## config.mk

```make
export PLATFORM = sky130hd
export DESIGN_NAME = core2wb_pipelined
export DESIGN_NICKNAME = d
export VERILOG_FILES = /design/src/rtl/core2wb_pipelined.sv
export SDC_FILE = /design/constraint.sdc
export NUM_CORES = 1
export LEC_CHECK = 0
export CAP_MARGIN = 20
export CORE_UTILIZATION = 39
export CTS_CLUSTER_DIAMETER = 50
export DETAILED_ROUTE_END_ITERATION = 6
export GPL_ROUTABILITY_DRIVEN = 1
export PLACE_DENSITY = 0.91
export REMOVE_ABC_BUFFERS = 1
export SETUP_SLACK_MARGIN = 0.2
export SLEW_MARGIN = 20
export SYNTH_ARGS = -nofsm -noshare
export SYNTH_HDL_FRONTEND = slang
export SYNTH_SLANG_ARGS = --single-unit
```

## constraint.sdc

```tcl
create_clock -name clk -period 3 [get_ports clk]
set_input_delay 0.9 -clock clk [delete_from_list [all_inputs] [get_ports clk]]
set_output_delay 0.9 -clock clk [all_outputs]
set_load 0.02 [all_outputs]
```

## src/rtl/core2wb_pipelined.sv

```systemverilog
// Ibex core port to pipelined Wishbone B4 master bridge.
// Keeps up to MAX_OUTSTANDING requests in flight in one CYC, with an optional watchdog.
//
// Ports:
//   clk, rst_n                       clock, async active-low reset
//   core_req_i/gnt_o/we_i/be_i       core request handshake and attributes
//   core_addr_i/wdata_i              core address and write data
//   core_rvalid_o/err_o/rdata_o      in-order core response
//   wb_cyc_o/stb_o/we_o/adr_o/sel_o  WB master request
//   wb_dat_o                         WB write data
//   wb_stall_i/ack_i/err_i/dat_i     WB slave response
//   busy_o                           requests outstanding
//   timeout_o                        one-cycle watchdog expiry pulse
module core2wb_pipelined #(
    parameter int AW              = 32,
    parameter int DW              = 32,
    parameter int MAX_OUTSTANDING = 4,
    parameter int TIMEOUT_CYCLES  = 0
) (
    input  logic            clk,
    input  logic            rst_n,
    input  logic            core_req_i,
    output logic            core_gnt_o,
    input  logic            core_we_i,
    input  logic [DW/8-1:0] core_be_i,
    input  logic [AW-1:0]   core_addr_i,
    input  logic [DW-1:0]   core_wdata_i,
    output logic            core_rvalid_o,
    output logic            core_err_o,
    output logic [DW-1:0]   core_rdata_o,
    output logic            wb_cyc_o,
    output logic            wb_stb_o,
    output logic            wb_we_o,
    output logic [AW-1:0]   wb_adr_o,
    output logic [DW/8-1:0] wb_sel_o,
    output logic [DW-1:0]   wb_dat_o,
    input  logic            wb_stall_i,
    input  logic            wb_ack_i,
    input  logic            wb_err_i,
    input  logic [DW-1:0]   wb_dat_i,
    output logic            busy_o,
    output logic            timeout_o
);

    localparam int SW = DW / 8;
    localparam int CW = $clog2(MAX_OUTSTANDING + 1);
    localparam int TW = (TIMEOUT_CYCLES > 0) ? $clog2(TIMEOUT_CYCLES + 1) : 1;
    localparam bit WDOG_EN = (TIMEOUT_CYCLES > 0);
    localparam logic [CW-1:0] MAXO = CW'(MAX_OUTSTANDING);
    // Expiry fires in the cycle the counter would reach the limit.
    localparam logic [TW-1:0] TLIM =
        TW'((TIMEOUT_CYCLES > 0) ? TIMEOUT_CYCLES - 1 : 0);

    typedef enum logic {
        ST_RUN,
        ST_ABORT
    } state_t;

    state_t          r_state;
    state_t          w_state_nxt;
    logic            r_stb;
    logic            r_we;
    logic [AW-1:0]   r_adr;
    logic [SW-1:0]   r_sel;
    logic [DW-1:0]   r_dat;
    logic [CW-1:0]   r_total;
    logic [CW-1:0]   w_total_nxt;
    logic [TW-1:0]   r_wdog;
    logic [TW-1:0]   w_wdog_nxt;

    logic w_run;
    logic w_busy;
    logic w_gnt;
    logic w_grant;
    logic w_accept;
    logic w_resp;
    logic w_activity;
    logic w_expire;

    assign w_run      = (r_state == ST_RUN);
    assign w_busy     = (r_total != '0);
    // Grant never depends on ack/err: a free slot is only seen a cycle later.
    assign w_gnt      = rst_n & w_run & (!r_stb | !wb_stall_i)
                        & (r_total < MAXO);
    assign w_grant    = core_req_i & w_gnt;
    assign w_accept   = r_stb & !wb_stall_i;
    assign w_resp     = w_run & w_busy & (wb_ack_i | wb_err_i);
    assign w_activity = w_grant | w_accept | wb_ack_i | wb_err_i;
    assign w_expire   = WDOG_EN & w_run & w_busy & !w_activity
                        & (r_wdog == TLIM);

    always_ff @(posedge clk or negedge rst_n) begin
        if (!rst_n) begin
            r_state <= ST_RUN;
            r_total <= '0;
            r_wdog  <= '0;
        end else begin
            r_state <= w_state_nxt;
            r_total <= w_total_nxt;
            r_wdog  <= w_wdog_nxt;
        end
    end

    always_comb begin
        w_state_nxt = r_state;
        w_total_nxt = r_total;
        w_wdog_nxt  = r_wdog;
        unique case (r_state)
            ST_RUN: begin
                if (w_grant && !w_resp) begin
                    w_total_nxt = r_total + CW'(1);
                end else if (!w_grant && w_resp) begin
                    w_total_nxt = r_total - CW'(1);
                end
                if (!WDOG_EN || w_activity) begin
                    w_wdog_nxt = '0;
                end else if (w_busy) begin
                    w_wdog_nxt = r_wdog + TW'(1);
                end
                if (w_expire) begin
                    w_state_nxt = ST_ABORT;
                    w_wdog_nxt  = '0;
                end
            end
            ST_ABORT: begin
                // One error completion per cycle; bus responses ignored.
                w_total_nxt = r_total - CW'(1);
                w_wdog_nxt  = '0;
                if (r_total == CW'(1)) begin
                    w_state_nxt = ST_RUN;
                end
            end
            default: begin
                w_state_nxt = ST_RUN;
            end
        endcase
    end

    always_ff @(posedge clk or negedge rst_n) begin
        if (!rst_n) begin
            r_stb <= 1'b0;
            r_we  <= 1'b0;
            r_adr <= '0;
            r_sel <= '0;
            r_dat <= '0;
        end else begin
            if (w_grant) begin
                r_we  <= core_we_i;
                r_adr <= core_addr_i;
                r_dat <= core_wdata_i;
                r_sel <= core_we_i ? core_be_i : '1;
            end
            if (w_expire) begin
                r_stb <= 1'b0;
            end else if (w_grant) begin
                r_stb <= 1'b1;
            end else if (w_accept) begin
                r_stb <= 1'b0;
            end
        end
    end

    assign core_gnt_o    = w_gnt;
    // ack+err together is reported as an error only.
    assign core_rvalid_o = w_resp & wb_ack_i & !wb_err_i;
    assign core_err_o    = (w_resp & wb_err_i) | (r_state == ST_ABORT);
    assign core_rdata_o  = core_rvalid_o ? wb_dat_i : '0;
    assign wb_cyc_o      = w_run & w_busy;
    assign wb_stb_o      = r_stb;
    assign wb_we_o       = r_we;
    assign wb_adr_o      = r_adr;
    assign wb_sel_o      = r_sel;
    assign wb_dat_o      = r_dat;
    assign busy_o        = w_busy;
    assign timeout_o     = w_expire;

endmodule

```

==> impl_metrics.toml, run 1 <==
[outcome]
status = "completed"

[floorplanning]
fp.dieH_um = 94.1
die_w_um = 94.1
initial_core_util = 0.402
row_count = 33
io_pins = 215
coreArea_um2 = 8220
die_area_um2 = 8850

[logic_synthesis]
synth-seq-cells = 74
syn_inst = 373
synth_cell_types = 28
synth_top_area_frac = 0.560
yosys_warnings = 0
syn_avg_cell_area_um2 = 8.86
yosysSeqAreaShare = 0.560
synth_area_um2 = 3310
netlist.top_cell.by_area = "dfrtp_1"
synth_area_leaders = "dfrtp_1, nand2_1, and2_1, buf_6, ha_1"

[pwr]
p_comb_frac = 0.534
pwr-share-clk = 0.150
powerDensity_nw_per_um2 = 916
sw_frac_of_total = 0.385
leakagePower_uw = 0.00296
power.total_uw = 5550
p_sw_uw = 2140
p_seq_frac = 0.316
p_int_uw = 3410
vdd_drop_max_uv = 368

[detailed_routing]
viasPerCell = 4.75
drt_iter0_markers = 68
ant_nets = 0
drtPass1Iterations = 4
wl_per_cell_um = 15.9
via_count = 3382
drc_errors = 0
wirelength_mm = 11.3

[grt]
antenna_found_initial = 0
gr-total-overflow = 0
grt_use_total = 0.248
grt_pass1_vias = 3365
grt_max_degree = 56
grt_first_pass_wirelength_mm = 16.3

[worst_setup_path]
required_ns = 2.10
critPathMaxStageDelay_ns = 0.39
timing_worst_setup_path_type = "register to output pin"
critPathMaxFanout = 8
cp-start-kind = "register"
path_cells = "inv_2 > ha_4 > nor2b_4 > nor4b_4 > buf_4 > buf_4 > buf_6 > and2_4 > buf_6"
crit_arrival_ns = 2.06
crit_path_top_delay_cell = "dfrtp_1"
end_kind = "output pin"

[clock_network]
clkTransAtPathRegs_ns = 0.08
clock_latency_ns = 0.33
cts_buffer_depth = 2
cts_root_buf = "clkbuf_8"
cts.sinks = 74
cts_tree = "built"
cts_buffers = 9
ctsHtreeMaxLevel = 3

[layout]
multi_input_area_um2 = 1390
regArea_um2 = 1850
n_antenna_cell = 0
layout-drive-gt1-share = 0.191
final_core_util = 0.737
synthToLayoutAreaGrowth_pct = 83.2
nNetsFinal = 713
fillers = 567
design_area_um2 = 6060

[timing]
fin_crit_ns = 2.96
timing.final.ws_setup_ns = 0.0447
setup_violations = 0
finalClockSkew_ns = 0.0118
slew_viol_final = 0
max_freq_ghz = 0.338
rsz0062_at_grt = "yes"
timing.hold.ws_ns = 0.475
tightest_slew_ns = 0.668
fin_crit_sh = 0.985
hold_viol = 0
relSlewSlack = 0.555

[placement]
port_buffers = 213
place_congestion = 0.862
dpl_cell_area_um2 = 5530
dpl.hpwl_mm = 7.95
dpl_worst_slack_ns = -0.577

[run]
cap_viol_max_count = 0

[min_path]
holdCritPathClass = "register to register"
## synth_stat cells
cell type,count
a21boi_0,1
nand2_1,202
buf_2,4
nand4_2,1
dfrtp_1,74
buf_6,10
o21bai_1,1
a21o_1,1
nor2b_1,4
and3_1,3
and4_1,1
nor2b_2,1
nand2b_1,2
clkbuf_1,5
conb_1,1
xor2_1,1
a211oi_1,1
o22ai_1,2
inv_1,4
buf_4,1
nor2b_4,1
mux2i_1,3
o21ai_0,6
ha_1,4
xnor2_1,2
nor2_1,4
and2_1,32
nor4b_4,1
## metrics by stage
step	TNS [ns]	instances
2_1_floorplan	0	353
3_3_place_gp	-16.72	683
3_5_place_dp	-18.41	683
4_1_cts	0	710
5_1_grt	-0.147	712
6_report	0	712
## flip-flops by register name, indices dropped and copies added (netlist names)
register	cells
wb_adr_o	32
wb_dat_o	32
wb_sel_o	4
r_total	3
r_state	1
wb_stb_o	1
wb_we_o	1
## layout make-up
| cell class | count | share of cell area |
|---|---|---|
| Clock buffer | 10 | 0.0211 |
| Clock inverter | 6 | 0.0149 |
| Inverter | 4 | 0.00248 |
| Multi-Input combinational cell | 275 | 0.229 |
| Sequential cell | 74 | 0.306 |
| Tap cell | 105 | 0.0217 |
| Timing Repair Buffer | 238 | 0.405 |
## final timing paths
kind / startpoint / cells past startpoint / slack [ns] / end
setup reg to reg: r_state / 6 / 1.14 / wb_dat_o[11]
hold / removal: wb_adr_o[16] / 2 / 0.48 / wb_adr_o[16]
max in group asynchronous: rst_n / 3 / 1.49 / wb_sel_o[1]
setup / recovery: r_total[1] / 9 / 0.04 / core_rdata_o[13]
hold reg to reg: wb_adr_o[16] / 2 / 0.48 / wb_adr_o[16]
min in group asynchronous: rst_n / 2 / 0.55 / wb_dat_o[1]
## what timing repair did
action                                  in CTS  in global routing
resized for setup                          225                 27
setup buffers                                8                  1
endpoints found under the setup margin      37                 35
pin swaps                                    4                 15
cloned                                       3                  1
hold buffers                                 0                  0
## routing by layer
metal  up-vias  track usage  wire (um)
li1       1597            -          -
met1      1580        0.249       3990
met2       174        0.468       5850
met3        31       0.0574        857
met4         0        0.132        597
met5         -            0          0
## logic make-up (layout without fill, tap and decap cells)
group / after synthesis / count (layout) / synth area share
AO/OA/AOI/OAI: 12 / 12 / 0.0220
XOR/XNOR: 3 / 3 / 0.00795
adder cells (fa/ha/maj): 4 / 4 / 0.0151
buffers and inverters: 24 / 258 / 0.0526
flip-flops: 74 / 74 / 0.560
multiplexers: 3 / 3 / 0.00908
other: 1 / 1 / 0.00113
AND/OR/NAND/NOR: 252 / 252 / 0.332
## power by group through the flow
stage	clock (uW)	combinational (uW)	sequential, uW
2_1_floorplan	0	720	2340
3_3_place_gp	0	2720	1740
3_5_place_dp	0	2790	1770
4_1_cts	859	2930	1750
5_1_grt	897	3180	1820
6_report	835	2960	1750
## critical path: cells and delay by family, from the launching register on
kind,cells,cell delay (ns)
AND/OR/NAND/NOR,3,0.56
buffers and inverters,5,0.63
adder cells (fa/ha/maj),1,0.15
flip-flops,1,0.39
## cell usage in the layout, fill, tap and decap left out, types with 3 or more instances in the layout
cell type,netlist,routed
buf_4,1,18
and3_1,3,3
o21ai_0,6,6
nor2b_1,4,4
dlygate4sd2_1,0,3
nand2_1,202,202
buf_6,10,36
clkdlybuf4s50_1,0,173
mux2i_1,3,3
buf_12,0,3
dfrtp_1,74,74
and2_4,0,32
ha_1,4,3
clkbuf_8,0,9
nor2_1,4,4
(Power assumes the default switching activity.)
==> inputs of run 2 (changes only) <==
--- a/config.mk
+++ b/config.mk
@@ -6,11 +6,13 @@
 export NUM_CORES = 1
 export LEC_CHECK = 0
 export CAP_MARGIN = 20
-export CORE_UTILIZATION = 39
+export CORE_AREA = 2 2 83 85
 export CTS_CLUSTER_DIAMETER = 50
 export DETAILED_ROUTE_END_ITERATION = 6
+export DIE_AREA = 0 0 85 87
+export DONT_BUFFER_PORTS = 1
 export GPL_ROUTABILITY_DRIVEN = 1
-export PLACE_DENSITY = 0.91
+export PLACE_DENSITY = 0.66
 export REMOVE_ABC_BUFFERS = 1
 export SETUP_SLACK_MARGIN = 0.2
 export SLEW_MARGIN = 20
==> impl_metrics.toml, run 2 (synthesis gave the netlist of run 1 again) <==
[timing]
rsz0062_at_grt = "yes"
fin_crit_ns = 2.85
setup_violations = 0
timing.final.ws_setup_ns = 0.148
fin_tns_setup_ns = 0
hold_viol = 0
fin_crit_sh = 0.951
slew_viol_final = 0
finalClockSkew_ns = 0.00538
max_freq_ghz = 0.351

[placement]
port_buffers = 0
dpl_worst_slack_ns = 0.414
dpl.hpwl_mm = 5.55
place_congestion = 0.835
dpl.cell_count = 438
dpl_cell_area_um2 = 3320

[clock_network]
cts.sinks = 74
cts_tree = "built"
clock_latency_ns = 0.34
ctsHtreeMaxLevel = 3
cts_buffers = 9
clkTransAtPathRegs_ns = 0.07
cts_buffer_depth = 2
cts_root_buf = "clkbuf_8"

[detailed_routing]
drtPass1Iterations = 4
drc_errors = 0
highest_layer = "met4"
wl_per_cell_um = 17.1
dr_wl_met2_mm = 4.14
ant_nets = 0
viasPerCell = 5.15
wl_met3_um = 773
wl_met1_mm = 2.89
drt_iter0_markers = 111
wirelength_mm = 7.92
via_count = 2379

[floorplanning]
die_area_um2 = 7400
row_count = 30
fp.dieH_um = 87
coreArea_um2 = 6570
die_w_um = 85
initial_core_util = 0.503
io_pins = 215

[worst_setup_path]
rr_endpoint = "wb_dat_o[14]"
reg2reg_depth = 5
end_kind = "output pin"
critPathMaxFanout = 8
required_ns = 2.10
r2r_setup_slack_ns = 1.12
endpoint = "core_rdata_o[15]"
crit_path_start = "r_total[0]"
timing_worst_setup_path_type = "register to output pin"
cp-start-kind = "register"
r2r-start = "wb_stb_o"
crit_arrival_ns = 1.95

[pwr]
sw_frac_of_total = 0.435
leakagePower_uw = 0.00199
pwr-share-clk = 0.199
p_sw_uw = 1870
p_comb_frac = 0.238
p_seq_frac = 0.564
p_int_uw = 2430
powerDensity_nw_per_um2 = 1160
vdd_drop_max_uv = 596

[outcome]
status = "completed"

[layout]
design_area_um2 = 3710
synthToLayoutAreaGrowth_pct = 12.3
final_cells = 462
layout_commonest_cell = "nand2_1"
mostFrequentLayoutCells = "nand2_1, dfrtp_1, and2_4"
nNetsFinal = 489
n_antenna_cell = 0
layout-drive-gt1-share = 0.175

[min_path]
holdCritPathClass = "primary input to asynchronous set/reset pin"

[grt]
gr-total-overflow = 0
grt_use_total = 0.201
grt_max_degree = 76
antenna_found_initial = 0
grt_first_pass_wirelength_mm = 11.4
grt_pass1_vias = 2213

[run]
cap_viol_max_count = 0
-- run 2: cell count changes in the layout (fill, tap and decap cells not counted), sizes merged --
cell	change
dlygate4sd2	-3
clkdlybuf4s15	-1
clkbuf	+2
inv	-1
buf	-46
clkinvlp	-1
clkdlybuf4s50	-173
clkinv	-2
-- run 2: repair_timing --
action,in CTS,in global routing
gates cloned,0,4
resized for setup,33,38
hold buffers,0,0
pin swaps,0,24
setup buffers,0,5
endpoints found under the setup margin,32,34
hold endpoints to repair,0,0
-- run 2: per-layer routing --
| metal | track usage | vias to the layer above |
|---|---|---|
| met5 | 0 | - |
| met4 | 0.0750 | 0 |
| met3 | 0.0673 | 8 |
| met2 | 0.352 | 149 |
| met1 | 0.228 | 1083 |
| li1 | - | 1139 |
-- run 2: power by group through the flow --
stage	Combinational, uW	Clock (uW)	Sequential, uW
4_1_cts	911	880	2430
3_5_place_dp	896	0	2450
3_3_place_gp	850	0	2440
5_1_grt	1170	917	2480
2_1_floorplan	720	0	2340
6_report	1020	854	2420
-- run 2: how the worst min path moves through the flow --
stage                   end  depth (start not counted)       start
6_report       wb_dat_o[18]                          0       rst_n
5_1_grt         wb_dat_o[3]                          0       rst_n
4_1_cts        wb_dat_o[16]                          0       rst_n
3_5_place_dp     r_total[0]                          1  r_total[0]
3_3_place_gp     r_total[0]                          1  r_total[0]
2_1_floorplan    r_total[0]                          1  r_total[0]
-- run 2: through the flow --
step           power (uW)   util  hold slack [ns]
6_report             4300  0.565            0.246
3_3_place_gp         3290  0.505            0.520
2_1_floorplan        3060      -            0.498
3_5_place_dp         3350  0.505            0.527
5_1_grt              4570  0.565            0.224
4_1_cts              4220  0.545            0.229
-- run 2: critical path, cell delays in order, from the launching register on --
cell	delay, ns
dfrtp_1	0.40
inv_2	0.07
ha_4	0.15
nor2b_4	0.14
nor4b_4	0.35
buf_4	0.20
buf_6	0.13
and2_4	0.18
-- run 2: final cells by class --
class	count	area, um2
fill	587	2860
sequential	74	1850
multi-input combinational	275	1380
clock buffer	13	159
timing repair buffer	14	146
tap	80	100
clock inverter	2	60.1
inverter	4	15.0
